## config.mk

```make
export PLATFORM = sky130hd
export DESIGN_NAME = mem_access_stage
export DESIGN_NICKNAME = d
export VERILOG_FILES = /design/src/rtl/mem_access_stage.sv
export SDC_FILE = /design/constraint.sdc
export NUM_CORES = 1
export LEC_CHECK = 0
export ABC_AREA = 1
export BUFFER_PORTS_ARGS = -buffer_cell sky130_fd_sc_hd__buf_2
export CAP_MARGIN = 20
export CORE_MARGIN = 1.5
export CORE_UTILIZATION = 47
export DETAILED_ROUTE_END_ITERATION = 12
export PLACE_DENSITY = 0.83
export SYNTH_ARGS = -nofsm -noshare
export SYNTH_HDL_FRONTEND = slang
export SYNTH_SLANG_ARGS = --single-unit
```

## constraint.sdc

```tcl
create_clock -name Clock -period 1.6 [get_ports Clock]
set_input_delay 0.32 -clock Clock [delete_from_list [all_inputs] [get_ports Clock]]
set_output_delay 0.32 -clock Clock [all_outputs]
set_load 0.02 [all_outputs]
```

## src/rtl/mem_access_stage.sv

```systemverilog
// mem_access_stage: MEM stage of the mips32 pipeline.
// Holds the EX/MEM register, runs the req/ack data-memory handshake for
// Lw/Sw, stalls the front of the pipe while an access is outstanding and
// produces the MEM/WB register consumed by WB and the forwarding unit.
module mem_access_stage #(
    parameter int unsigned TIMEOUT = 255
) (
    input  logic        Clock,
    input  logic        Reset,
    // EX stage results
    input  logic        EX_Valid,
    input  logic [31:0] EX_ALUOut,
    input  logic [31:0] EX_StoreData,
    input  logic [4:0]  EX_RegRd,
    input  logic        EX_RegWrite,
    input  logic        EX_MemToReg,
    input  logic        EX_MemRead,
    input  logic        EX_MemWrite,
    // pipeline freeze
    output logic        MemStall,
    // data-memory port
    output logic        DMem_Req,
    output logic        DMem_We,
    output logic [31:0] DMem_Addr,
    output logic [31:0] DMem_WData,
    input  logic        DMem_Ack,
    input  logic [31:0] DMem_RData,
    // EX/MEM fields
    output logic [4:0]  EXMEM_RegRd,
    output logic        EXMEM_RegWrite,
    output logic        EXMEM_MemWrite,
    output logic [31:0] EXMEM_ALUOut,
    // MEM/WB fields
    output logic [4:0]  MEMWB_RegRd,
    output logic        MEMWB_RegWrite,
    output logic        MEMWB_MemToReg,
    output logic [31:0] MEMWB_ALUOut,
    output logic [31:0] MEMWB_MemData,
    // error pulses
    output logic        AddrErr,
    output logic        BusErr
);

    typedef enum logic {
        IDLE   = 1'b0,
        ACCESS = 1'b1
    } stateT;

    localparam logic [7:0] TIMEOUT_LAST = 8'(TIMEOUT - 1);

    stateT       state;
    stateT       stateNext;
    logic [7:0]  waitCount;

    logic        exmemMemRead;
    logic        exmemMemToReg;

    logic        loadEn;
    logic        exMemOp;
    logic        exAligned;
    logic        enterAccess;
    logic        exmemMemOp;
    logic        exmemAligned;
    logic        timeoutHit;
    logic        accessDone;

    // Decode of the incoming EX slot and of the op currently in EX/MEM
    always_comb begin
        exMemOp      = EX_Valid & (EX_MemRead | EX_MemWrite);
        exAligned    = (EX_ALUOut[1:0] == 2'b00);
        exmemMemOp   = exmemMemRead | EXMEM_MemWrite;
        exmemAligned = (EXMEM_ALUOut[1:0] == 2'b00);
        timeoutHit   = (state == ACCESS) & (waitCount == TIMEOUT_LAST) & ~DMem_Ack;
        accessDone   = (state == ACCESS) & DMem_Ack;
        MemStall     = (state == ACCESS) & ~DMem_Ack & ~timeoutHit;
        loadEn       = ~MemStall;
        enterAccess  = loadEn & exMemOp & exAligned;
        AddrErr      = exmemMemOp & ~exmemAligned;
        BusErr       = timeoutHit;
    end

    // Next-state: a stalled access stays put; otherwise the state follows
    // whatever is loaded into EX/MEM on this edge, so a completing access
    // chains straight into the next aligned Lw/Sw without an IDLE gap.
    always_comb begin
        stateNext = state;
        if (MemStall) begin
            stateNext = ACCESS;
        end else if (enterAccess) begin
            stateNext = ACCESS;
        end else begin
            stateNext = IDLE;
        end
    end

    // State register and registered memory request
    always_ff @(posedge Clock or negedge Reset) begin
        if (!Reset) begin
            state    <= IDLE;
            DMem_Req <= 1'b0;
        end else begin
            state    <= stateNext;
            DMem_Req <= (stateNext == ACCESS);
        end
    end

    // Wait-cycle counter for the bus timeout
    always_ff @(posedge Clock or negedge Reset) begin
        if (!Reset) begin
            waitCount <= '0;
        end else if (enterAccess) begin
            waitCount <= '0;
        end else if ((state == ACCESS) && !DMem_Ack) begin
            waitCount <= waitCount + 8'd1;
        end
    end

    // EX/MEM register: loads whenever the pipe is not stalled
    always_ff @(posedge Clock or negedge Reset) begin
        if (!Reset) begin
            EXMEM_ALUOut   <= '0;
            DMem_WData     <= '0;
            EXMEM_RegRd    <= '0;
            EXMEM_RegWrite <= 1'b0;
            EXMEM_MemWrite <= 1'b0;
            exmemMemRead   <= 1'b0;
            exmemMemToReg  <= 1'b0;
        end else if (loadEn) begin
            EXMEM_ALUOut   <= EX_ALUOut;
            DMem_WData     <= EX_StoreData;
            EXMEM_RegRd    <= EX_Valid ? EX_RegRd : 5'd0;
            EXMEM_RegWrite <= EX_Valid & EX_RegWrite;
            EXMEM_MemWrite <= EX_Valid & EX_MemWrite;
            exmemMemRead   <= EX_Valid & EX_MemRead;
            exmemMemToReg  <= EX_Valid & EX_MemToReg;
        end
    end

    // Address and direction come straight from the EX/MEM register, so they
    // stay stable for as long as the request is held.
    always_comb begin
        DMem_Addr = EXMEM_ALUOut;
        DMem_We   = EXMEM_MemWrite;
    end

    // MEM/WB register: completed accesses and non-memory ops pass through;
    // stall, timeout and misaligned cycles insert a bubble.
    always_ff @(posedge Clock or negedge Reset) begin
        if (!Reset) begin
            MEMWB_RegRd    <= '0;
            MEMWB_RegWrite <= 1'b0;
            MEMWB_MemToReg <= 1'b0;
            MEMWB_ALUOut   <= '0;
            MEMWB_MemData  <= '0;
        end else if (accessDone) begin
            MEMWB_RegRd    <= EXMEM_RegRd;
            MEMWB_RegWrite <= EXMEM_RegWrite & ~EXMEM_MemWrite;
            MEMWB_MemToReg <= exmemMemToReg;
            MEMWB_ALUOut   <= EXMEM_ALUOut;
            if (exmemMemRead) begin
                MEMWB_MemData <= DMem_RData;
            end
        end else if ((state == ACCESS) || (exmemMemOp && !exmemAligned)) begin
            MEMWB_RegWrite <= 1'b0;
            MEMWB_MemToReg <= 1'b0;
        end else begin
            MEMWB_RegRd    <= EXMEM_RegRd;
            MEMWB_RegWrite <= EXMEM_RegWrite;
            MEMWB_MemToReg <= EXMEM_MemToReg_passthrough(exmemMemToReg);
            MEMWB_ALUOut   <= EXMEM_ALUOut;
        end
    end

    function automatic logic EXMEM_MemToReg_passthrough(input logic m2r);
        return m2r;
    endfunction

endmodule

```

=== Yosys cells after proc, flatten, opt, wreduce, memory -nomap -nowiden ===
Index checks and enable logic that the tools add are counted.
Widths: inputs -> output; s select.

* Add/subtract/negate cells: 1
* Eq/ne operators: 2
* Muxes and demuxes: 13
* Bitwise gates (word level): 21
* Reductions and logical operators: 9

{| class="wikitable"
|+ Operators by type and width
! operator !! number
|-
| $mux 32 || 2
|-
| $mux 8 || 2
|-
| $mux 5 || 3
|-
| $and 1x1->1 || 14
|-
| $add 8x1->8 const B || 1
|-
| $eq 8x8->1 const B || 1
|-
| $mux 1 || 6
|-
| $not 1->1 || 5
|-
| $logic_not 2->1 || 2
|-
| $logic_and 1x1->1 || 2
|-
| $logic_not 1->1 || 2
|-
| $ne 2x2->1 const B || 1
|-
| $or 1x1->1 || 2
|-
| $reduce_and 2->1 || 1
|-
| $reduce_bool 2->1 || 1
|-
| $logic_or 1x1->1 || 1
|}

* Flip-flop bits (word level): 153
* Bits of input ports: 109
* Output and inout port bits: 179
* Word-level logic and storage cells: 60

=== Depth between registers and ports, before layout ===
Gate-level depths: netlist of the first run.

* Depth after elaboration: 10
* Mapped depth: 10
* Gate-level depth less buffers: 9

=== Worst setup path after synthesis of the first run ===
No wires, ideal clock.

* Path type: register -> output
* Start: reg state
* End: out BusErr
* Data arrival time: 1,413 ps
* Data required time: 1,280 ps
* Setup slack: -133 ps
* Stages on the path, launching flop included: 5
* Buffers on the path: 0
* Path through: dfrtp_1 > nand2_1 > nor2_1 > nand3_1 > nor3_1

* Cells in the longest elaborated chain, start to end: 2

{| class="wikitable"
|+ Ends and longest elaborated chain
! item !! line !! RTL
|-
| start, declared || 51 || <nowiki>stateT state;</nowiki>
|-
| start signal, assigned || 102 || <nowiki>state <= stateNext;</nowiki>
|-
| $and 1x1->1 (2 in series) || 73 || <nowiki>timeoutHit = (state == ACCESS) & (waitCount == TIMEOUT_LAST) & ~DMem_Ack;</nowiki>
|-
| end, declared || 41 || <nowiki>output logic BusErr</nowiki>
|}

No other way between the ends.

=== Worst setup path in the final report of the first run ===
* Start: reg waitCount[0]
* End: out MemStall

* Cells in the longest elaborated chain, start to end: 5

{| class="wikitable"
|+ Ends and longest elaborated chain
! item !! line !! RTL
|-
| start, declared || 53 || <nowiki>logic [7:0] waitCount;</nowiki>
|-
| start signal, assigned || 114 || <nowiki>waitCount <= waitCount + 8'd1;</nowiki>
|-
| $eq 8x8->1 || 73 ||
|-
| $and 1x1->1 (2 in series) || 73 ||
|-
| $not 1->1 || 75 || <nowiki>MemStall = (state == ACCESS) & ~DMem_Ack & ~timeoutHit;</nowiki>
|-
| $and 1x1->1 || 75 ||
|-
| end, declared || 20 || <nowiki>output logic MemStall,</nowiki>
|}

No other way between the ends.

==> impl_metrics.py, run 1 <==
metrics = {
    "status": {
        "status": "finished, violations left",
        "violated_checks": "setup timing",
    },
    "power_and_ir_drop": {
        "pwr-share-clk_pct": 35.5,
        "p_int_uw": 8190,
        "cellPowerDensity_mw_per_mm2": 1360,
        "ir_drop_v": 0.000680,
        "power_frac_comb_pct": 23.7,
        "seq_power_share_pct": 40.8,
        "sw_frac_of_total_pct": 30.9,
        "switchingPower_uw": 3670,
        "total_power_uw": 11900,
        "static-leakage-power_uw": 0.00500,
    },
    "floorplanning": {
        "num_rows": 42,
        "design.core.area_mm2": 0.0132,
        "ios": 288,
        "floorplan.die.width_um": 119,
        "area_of_the_die_mm2": 0.0142,
        "start_util_pct": 48.0,
        "die_h_um": 119,
    },
    "place": {
        "place_congestion": 0.802,
        "dp_cells": 1092,
        "place_hpwl_um": 11800,
        "port_buffers": 287,
    },
    "cells_and_area": {
        "final_cells": 1136,
        "utilization_pct": 66.3,
        "area.growth.synth_to_final_pct": 38.2,
        "layout_commonest_cell": "nand2_1",
        "multiInputGateArea_mm2": 0.00205,
        "seq_area_mm2": 0.00383,
        "antennaDiodeCount": 0,
        "numnets_final": 1058,
        "most_frequent_cells_in_the_layout": "nand2_1, buf_2, dfrtp_1",
        "final_layout_size_suffix_gt1_share_pct": 39.4,
        "num-fill-cells": 1049,
    },
    "worst_setup_path": {
        "timing.critical_path.from_type": "flip-flop",
        "worstSetupEndpointType": "primary output",
        "worstRegToRegCells": 10,
        "path_class": "flip-flop to primary output",
        "worstPathRequired_ns": 1.28,
        "critical_path_arrival_ns": 1.45,
        "crit_fanout": 2,
    },
    "global_route": {
        "first_pass_grt_wire_length_um": 26700,
        "grt_start_max_net_pins": 46,
        "antenna_found_initial": 0,
        "track_usage_pct": 24.4,
        "overflow": 0,
        "first_global_vias": 5294,
    },
    "clock_network": {
        "cts_buffer_depth": 2,
        "tritoncts_clock_tree": "built",
        "cts_htree_levels": 4,
        "cts_buffers": 17,
        "cts.sinks": 153,
        "clock_tree.root_cell": "clkbuf_16",
        "insertion_delay_ns": 0.41,
        "clk_slew_on_worst_s_h_paths_ns": 0.06,
    },
    "yosys": {
        "synth.net_count": 778,
        "synth.yosys.seq_area_share_pct": 60.5,
        "synth_top_cell_area_share_pct": 60.5,
        "synth_top_cell_by_area": "dfrtp_1",
        "syn-instance-count": 667,
        "synthesis.area_per_instance_um2": 9.49,
        "synth.distinct_cells": 25,
        "yosys-top-cells-area": "dfrtp_1, nand2_1, mux2_1",
        "ys_ff_latch": 153,
        "synth-warning-count": 0,
        "synthesis.area_mm2": 0.00633,
    },
    "sta": {
        "final_period_minus_worst_setup_slack_ns": 1.77,
        "setup-violations-final": 2,
        "worst_slew_pin_slew_ns": 0.359,
        "finalHoldViolCount": 0,
        "fin_ws_ns": -0.170,
        "worst_clock_skew_ns": 0.00987,
        "finalCritPeriodShare_pct": 111,
        "timing.hold.ws_ns": 0.105,
        "max_clock_freq_mhz": 565,
        "grt_setup_unrepaired": "true",
        "final_max_slew_viol_count": 0,
        "slew-limit-headroom_pct": 76.0,
        "post_route_setup_tns_ns": -0.315,
    },
    "drt": {
        "route.antenna.remaining_nets": 0,
        "vias_per_cell": 4.79,
        "residual_drc": 0,
        "dr.pass1.iters": 4,
        "drt-total-wl_um": 17100,
        "routedWlPerCell_um": 15.0,
        "drt-initial-drc-count": 316,
        "vias": 5443,
    },
    "hold_path": {
        "holdCritPathClass": "input port to flip-flop",
        "hold_path_cells": 3,
    },
    "flow_run": {
        "timing.max_cap.violations": 0,
    },
}
## kinds of logic (layout without fill, tap and decap cells)
logic type | after synthesis | in the layout | synth area share, %
compound gates | 8 | 8 | 0.692
flops | 153 | 153 | 60.5
simple gates | 376 | 377 | 23.9
buf+inv | 93 | 385 | 8.40
xor+xnor | 3 | 3 | 0.415
mux | 32 | 32 | 5.69
fa+ha+maj | 2 | 2 | 0.395
## power by group through the flow
| stage | logic [uW] | clock network [uW] | registers [uW] |
|---|---|---|---|
| 2_1_floorplan | 884 | 0 | 5580 |
| 3_3_place_gp | 2650 | 0 | 4870 |
| 3_5_place_dp | 2700 | 0 | 4900 |
| 4_1_cts | 2760 | 4270 | 4840 |
| 5_1_grt | 3050 | 4480 | 4910 |
| 6_report | 2810 | 4210 | 4840 |
## per-layer routing
| layer | global-route usage (%) | part of all wire [%] |
|---|---|---|
| met1 | 29.5 | 41 |
| met2 | 42.4 | 51 |
| met3 | 5.56 | 6.5 |
| met4 | 9.26 | 1.6 |
| met5 | 0 | 0 |
## what timing repair did
| item | in CTS | in global routing |
|---|---|---|
| cloned | 1 | 3 |
| gates resized for setup | 15 | 14 |
| endpoints found under the setup margin | 46 | 81 |
| hold buffers | 1 | 0 |
| hold endpoints to repair | 25 | 0 |
| pin swaps | 4 | 2 |
| buffers inserted | 4 | 3 |
## registers in the layout, summed over array words and instances, names as in the netlist, 5 cells and up
| signal | count |
|---|---|
| DMem_WData | 32 |
| MEMWB_MemData | 32 |
| MEMWB_RegRd | 5 |
| waitCount | 8 |
| DMem_Addr | 32 |
| MEMWB_ALUOut | 32 |
| EXMEM_RegRd | 5 |
## Yosys cell counts
cell type	n
clkbuf_1	2
nand3_2	1
a21oi_1	1
mux2_2	2
nand4_1	3
inv_1	28
buf_2	17
xnor2_1	1
dfrtp_1	153
o21a_1	1
buf_1	4
o21ai_0	5
nor3_1	1
buf_6	3
mux2_1	30
nand2_2	3
xor2_1	2
nand3_1	54
inv_2	2
buf_4	37
o22ai_1	1
ha_1	2
nand3_4	1
nor2_1	8
nand2_1	305
## through the flow
step	area [um^2]	setup slack (ns)
after CTS	8610	-0.229
after global placement	7870	0.0685
after floorplan	6340	0.0242
after detailed placement	7870	-0.0386
after global routing	8750	-0.238
final	8750	-0.170
## worst paths after layout
path / from / to / slack (ns)
hold reg to reg: DMem_WData[5]$_DFFE_PN0N_ / DMem_WData[5]$_DFFE_PN0N_ / 0.47
setup reg to reg: waitCount[1]$_DFFE_PN0P_ / DMem_WData[21]$_DFFE_PN0N_ / 0.04
hold / removal: EX_ALUOut[22] / DMem_Addr[22]$_DFFE_PN0N_ / 0.11
setup / recovery: waitCount[0]$_DFFE_PN0P_ / MemStall / -0.17
max in group asynchronous: Reset / MEMWB_ALUOut[5]$_DFFE_PN0P_ / 0.67
min in group asynchronous: Reset / MEMWB_ALUOut[23]$_DFFE_PN0P_ / 0.35
## critical path, cell delays in order (launching register included)
cell and delay (ns):
dfrtp_1 0.39, inv_2 0.07, ha_4 0.12, inv_2 0.03
nor2_1 0.07, nand2_1 0.10, nand3_4 0.09, inv_4 0.04
buf_6 0.13
## layout make-up
| type | instances | area share [%] |
|---|---|---|
| clock inverter | 9 | 1.53 |
| inverter | 30 | 1.32 |
| clock buffer | 23 | 5.69 |
| multi-input combinational | 422 | 23.4 |
| tap | 176 | 2.52 |
| sequential | 153 | 43.8 |
| timing repair buffer | 323 | 21.7 |
No activity file was read; power rests on OpenSTA's default activity.
==> inputs of run 2 (changes only) <==
Settings changed: BUFFER_PORTS_ARGS -buffer_cell sky130_fd_sc_hd__buf_2 to unset, CORE_UTILIZATION 47 to 49, DONT_BUFFER_PORTS set to 1, PLACE_DENSITY 0.83 to 0.67.
==> run 2 against run 1 <==
Net effect: clock power down 9.0%; utilization down 6.9 points; fmax down 2.8%; highest routed layer unchanged; die area down 4.0%; sequential cell count unchanged; combinational power down 59%; first-iteration DRC count down 3.5%; power down 9.8%; critical endpoint unchanged; global-route usage down 2.6 points; routed wire length down 3.3%; the flow finishes with violations (hold timing, setup timing); cell count down 25%.
==> impl_metrics.py, run 2 (synthesis gave the netlist of run 1 again) <==
metrics = {
    "status": {
        "status": "finished, violations left",
        "violated_checks": "hold timing, setup timing",
    },
    "global_route": {
        "first_pass_grt_wire_length_um": 22300,
        "overflow": 0,
        "antenna_found_initial": 0,
        "grt_start_max_net_pins": 154,
        "first_global_vias": 4205,
        "track_usage_pct": 21.8,
    },
    "worst_setup_path": {
        "timing.critical_path.from": "waitCount[0]$_DFFE_PN0P_",
        "timing.critical_path.from_type": "flip-flop",
        "worst_r2r_endpoint": "DMem_WData[2]$_DFFE_PN0N_",
        "worst-path-buf-inv": 4,
        "crit_fanout": 5,
        "path_class": "flip-flop to primary output",
        "rrSetupSlack_ns": -0.09,
        "cp_slowest_stage_delay_ns": 0.39,
        "regToRegStartpoint": "waitCount[0]$_DFFE_PN0P_",
        "worst_path_max_delay_cell": "dfrtp_1",
        "worstRegToRegCells": 12,
        "cpLargestDelayFamily": "flip-flops",
        "critical_path_arrival_ns": 1.50,
        "critical_path.endpoint": "MemStall",
        "worst-path-stages": 8,
        "critical_path.cell_chain": "inv_1 > ha_2 > inv_2 > nor2_2 > nand2_2 > nand3_4 > inv_6 > buf_12",
        "worstPathRequired_ns": 1.28,
        "worstSetupEndpointType": "primary output",
    },
    "sta": {
        "finalHoldViolCount": 153,
        "worst_slew_pin_slew_ns": 0.595,
        "max_clock_freq_mhz": 549,
        "slew-limit-headroom_pct": 60.3,
        "setup-violations-final": 80,
        "worst_clock_skew_ns": 0.00814,
        "final_max_slew_viol_count": 0,
        "final_period_minus_worst_setup_slack_ns": 1.82,
        "post_route_setup_tns_ns": -3.80,
        "timing.hold.ws_ns": -0.398,
        "fin_ws_ns": -0.221,
        "grt_setup_unrepaired": "true",
        "finalCritPeriodShare_pct": 114,
    },
    "power_and_ir_drop": {
        "p_int_uw": 7090,
        "power_frac_comb_pct": 10.7,
        "ir_drop_v": 0.000687,
        "pwr-share-clk_pct": 35.8,
        "cellPowerDensity_mw_per_mm2": 1430,
        "sw_frac_of_total_pct": 33.8,
        "switchingPower_uw": 3610,
        "static-leakage-power_uw": 0.00394,
        "seq_power_share_pct": 53.5,
        "total_power_uw": 10700,
    },
    "place": {
        "port_buffers": 0,
        "placed_cell_area_mm2": 0.00636,
        "place_hpwl_um": 10200,
        "place_congestion": 0.858,
    },
    "cells_and_area": {
        "layout_commonest_cell": "nand2_1",
        "area.growth.synth_to_final_pct": 18.4,
        "numnets_final": 780,
        "num-fill-cells": 1088,
        "finish.instance_area_mm2": 0.00749,
        "most_frequent_cells_in_the_layout": "nand2_1, dfrtp_1, nand3_1",
        "seq_area_mm2": 0.00383,
        "antennaDiodeCount": 0,
        "final_layout_size_suffix_gt1_share_pct": 15.7,
        "multiInputGateArea_mm2": 0.00206,
    },
    "drt": {
        "vias_per_cell": 5.29,
        "residual_drc": 0,
        "drt-total-wl_um": 16500,
        "dr.pass1.iters": 4,
        "routedWlPerCell_um": 19.3,
        "vias": 4519,
        "drt-initial-drc-count": 305,
        "route.antenna.remaining_nets": 0,
    },
    "floorplanning": {
        "area_of_the_die_mm2": 0.0136,
        "die_h_um": 117,
        "design.core.area_mm2": 0.0126,
        "start_util_pct": 50.2,
        "ios": 288,
        "num_rows": 41,
        "floorplan.die.width_um": 117,
    },
    "clock_network": {
        "cts_buffers": 17,
        "clock_tree.root_cell": "clkbuf_16",
        "cts_buffer_depth": 2,
        "insertion_delay_ns": 0.41,
        "tritoncts_clock_tree": "built",
        "cts.sinks": 153,
        "clk_slew_on_worst_s_h_paths_ns": 0.06,
        "cts_htree_levels": 4,
    },
    "hold_path": {
        "holdCritPathClass": "input port to async pin",
    },
    "flow_run": {
        "timing.max_cap.violations": 0,
    },
}
run 2: metrics by stage:
stage	hold slack [ns]	instances	util, %	setup slack (ns)
6_report	-0.398	854	59.4	-0.221
3_3_place_gp	0.0280	797	50.4	0.0995
5_1_grt	-0.427	854	59.4	-0.321
2_1_floorplan	0.0244	667	-	0.0242
4_1_cts	-0.421	836	56.1	-0.251
3_5_place_dp	0.0279	797	50.4	0.0286
run 2: worst min path at each step:
stage | start | end | slack (ns) | cells after the start
floorplan | Reset | DMem_Addr[0]$_DFFE_PN0N_ | 0.02 | 0
CTS | Reset | MEMWB_ALUOut[23]$_DFFE_PN0P_ | -0.42 | 0
global placement | Reset | MEMWB_ALUOut[17]$_DFFE_PN0P_ | 0.03 | 0
finish | Reset | MEMWB_ALUOut[23]$_DFFE_PN0P_ | -0.40 | 0
global route | Reset | MEMWB_ALUOut[23]$_DFFE_PN0P_ | -0.43 | 0
detailed placement | Reset | MEMWB_ALUOut[23]$_DFFE_PN0P_ | 0.03 | 0
run 2: final cells by class:
type	instances	share of cell area [%]
multi-input combinational	422	27.5
clock buffer	18	5.86
tap	172	2.87
clock inverter	14	1.79
timing repair buffer	45	9.33
inverter	30	1.57
sequential	153	51.1
run 2: power by group through the flow:
stage	sequential, uW	combinational (uW)	clock (uW)
floorplan	5580	884	0
global placement	5790	889	0
detailed placement	5810	949	0
CTS	5740	1020	3910
global route	5810	1280	4090
finish	5730	1150	3830
run 2: layer usage:
layer  vias up  wire length, um  global-route usage (%)
met5         -                0                       0
met4         0              290                    6.43
met3        23             1480                    7.73
met2       246             8330                    38.2
met1      2197             6380                    25.4
li1       2053                -                       -
run 2: timing repair:
item,in CTS,in global routing
pin swaps,3,4
hold endpoints to repair,153,153
setup buffers,4,4
endpoints found under the setup margin,2,84
cloned,3,14
resized for setup,7,35
==> inputs of run 3 (changes only) <==
Settings changed: BUFFER_PORTS_ARGS set to -buffer_cell sky130_fd_sc_hd__buf_2, CORE_UTILIZATION 49 to 47, DONT_BUFFER_PORTS 1 to unset, PLACE_DENSITY 0.67 to 0.83, RECOVER_POWER set to 100.
==> run 3 against run 2 <==
Net effect: the flow finishes with violations (setup timing); global-route usage increased by 2.6 points; cell count increased by 33%; clock power increased by 10%; clock-buffer cell count increased by 5; setup slack improved by 0.048 ns; sequential power decreased by 15%; critical path type unchanged.
==> impl_metrics.py, run 3 (synthesis gave the netlist of run 1 again) <==
metrics = {
    "power_and_ir_drop": {
        "switchingPower_uw": 3700,
        "sw_frac_of_total_pct": 31.7,
        "cellPowerDensity_mw_per_mm2": 1380,
        "static-leakage-power_uw": 0.00447,
        "pwr-share-clk_pct": 36.0,
        "ir_drop_v": 0.000677,
        "total_power_uw": 11700,
        "p_int_uw": 8000,
        "power_frac_comb_pct": 22.4,
        "seq_power_share_pct": 41.6,
    },
    "global_route": {
        "grt_use_met1_pct": 29.5,
        "first_global_vias": 5294,
        "gr-max-usage-layer": "met2",
        "track_usage_pct": 24.4,
        "met2_usage_pct": 42.4,
        "grt_start_max_net_pins": 46,
        "antenna_found_initial": 0,
        "overflow": 0,
        "use_met3_pct": 5.56,
        "first_pass_grt_wire_length_um": 26700,
    },
    "clock_network": {
        "cts.sinks": 153,
        "tritoncts_clock_tree": "built",
        "insertion_delay_ns": 0.42,
        "clk_slew_on_worst_s_h_paths_ns": 0.06,
        "cts_htree_levels": 4,
        "cts_buffer_depth": 2,
        "cts_buffers": 17,
        "clock_tree.root_cell": "clkbuf_16",
    },
    "hold_path": {
        "holdCritStartpoint": "EX_ALUOut[31]",
        "holdCritPathClass": "input port to flip-flop",
        "hold_path_cells": 3,
        "min_delay_worst_endpoint": "DMem_Addr[31]$_DFFE_PN0N_",
    },
    "worst_setup_path": {
        "critical_path_arrival_ns": 1.45,
        "rrSetupSlack_ns": 0.02,
        "worst_path_max_delay_cell": "dfrtp_1",
        "worstPathRequired_ns": 1.28,
        "worstSetupEndpointType": "primary output",
        "worst-path-buf-inv": 4,
        "path_class": "flip-flop to primary output",
        "worst_r2r_endpoint": "MEMWB_ALUOut[14]$_DFFE_PN0P_",
        "crit_fanout": 2,
        "critical_path.cell_chain": "inv_2 > ha_4 > inv_2 > nor2_1 > nand2_1 > nand3_4 > inv_4 > buf_6",
        "timing.critical_path.from_type": "flip-flop",
        "cp_slowest_stage_delay_ns": 0.39,
        "critPathMostFrequentCell": "inv_2",
        "regToRegStartpoint": "state$_DFF_PN0_",
        "cpLargestDelayFamily": "flip-flops",
        "worstRegToRegCells": 6,
    },
    "status": {
        "violated_checks": "setup timing",
        "status": "finished, violations left",
    },
    "drt": {
        "route.antenna.remaining_nets": 0,
        "drt-initial-drc-count": 265,
        "drt-total-wl_um": 17200,
        "residual_drc": 0,
        "vias_per_cell": 4.77,
        "dr.pass1.iters": 4,
        "routedWlPerCell_um": 15.1,
        "vias": 5423,
    },
    "cells_and_area": {
        "area.growth.synth_to_final_pct": 34.2,
        "most_frequent_cells_in_the_layout": "nand2_1, clkbuf_1, dfrtp_1",
        "layout_commonest_cell": "nand2_1",
        "numnets_final": 1058,
        "final_layout_size_suffix_gt1_share_pct": 21.8,
    },
    "floorplanning": {
        "die_h_um": 119,
        "design.core.area_mm2": 0.0132,
        "area_of_the_die_mm2": 0.0142,
        "floorplan.die.width_um": 119,
        "start_util_pct": 48.0,
        "num_rows": 42,
        "ios": 288,
    },
    "sta": {
        "finalCritPeriodShare_pct": 111,
        "max_clock_freq_mhz": 564,
        "worst_clock_skew_ns": 0.00982,
        "slew-limit-headroom_pct": 50.4,
        "final_max_slew_viol_count": 0,
        "worst_slew_pin_slew_ns": 0.743,
        "fin_ws_ns": -0.173,
        "grt_setup_unrepaired": "true",
        "post_route_setup_tns_ns": -0.324,
        "setup-violations-final": 2,
        "finalHoldViolCount": 0,
        "final_period_minus_worst_setup_slack_ns": 1.77,
    },
    "place": {
        "port_buffers": 287,
        "place_hpwl_um": 11800,
        "place_congestion": 0.802,
    },
    "flow_run": {
        "timing.max_cap.violations": 0,
    },
}
## run 3: what timing repair did
action / in CTS / in global routing
setup endpoints to repair: 46 / 81
resized for setup: 15 / 14
hold buffers: 1 / 0
endpoints found under the hold margin: 25 / 0
buffers inserted: 4 / 3
gates cloned: 1 / 3
pin swaps: 4 / 2
## run 3: through the flow
stage | worst slack [ns] | instance area [um^2] | std cells | util, % | hold slack, ns
global placement | 0.0685 | 7870 | 1092 | 59.6 | 0.214
floorplan | 0.0242 | 6340 | 667 | - | 0.0244
global route | -0.238 | 8490 | 1136 | 64.4 | 0.0922
detailed placement | -0.0386 | 7870 | 1092 | 59.6 | 0.213
CTS | -0.229 | 8610 | 1130 | 65.2 | 0.0864
finish | -0.173 | 8500 | 1137 | 64.4 | 0.100
## run 3: worst max-delay path by stage
stage | to | startpoint | cells past startpoint
2_1_floorplan | BusErr | state$_DFF_PN0_ | 4
3_3_place_gp | DMem_WData[30]$_DFFE_PN0N_ | waitCount[0]$_DFFE_PN0P_ | 10
3_5_place_dp | DMem_WData[30]$_DFFE_PN0N_ | waitCount[0]$_DFFE_PN0P_ | 10
4_1_cts | MemStall | waitCount[0]$_DFFE_PN0P_ | 8
5_1_grt | MemStall | waitCount[0]$_DFFE_PN0P_ | 8
6_report | MemStall | waitCount[0]$_DFFE_PN0P_ | 8
## run 3: cell type report
cell class / instances / area [um^2]
multi-input cells: 422 / 2050
clock buffers: 23 / 498
repair buffers: 323 / 1640
well taps: 176 / 220
inverters: 30 / 115
fillers: 1169 / 4690
clock inverters: 9 / 134
diodes: 1 / 2.50
flip-flops and latches: 153 / 3830
## run 3: power by group through the flow
stage	clock [uW]	combinational [uW]	sequential (uW)
4_1_cts	4270	2760	4840
3_5_place_dp	0	2700	4900
5_1_grt	4480	2860	4930
3_3_place_gp	0	2650	4870
6_report	4220	2620	4870
2_1_floorplan	0	884	5580
## run 3: worst reg2reg max path: stages, from the launching register on
cell and delay, ns:
dfrtp_2 0.38, clkbuf_2 0.21, inv_1 0.09, nand2_2 0.09, clkbuf_4 0.45, nand3_1 0.21
nand2_1 0.10
## run 3: per-layer routing
layer  vias up  share of wire, %
li1       2608                 -
met1      2554                41
met2       239                51
met3        22               6.6
met4         0               1.8
met5         -                 0
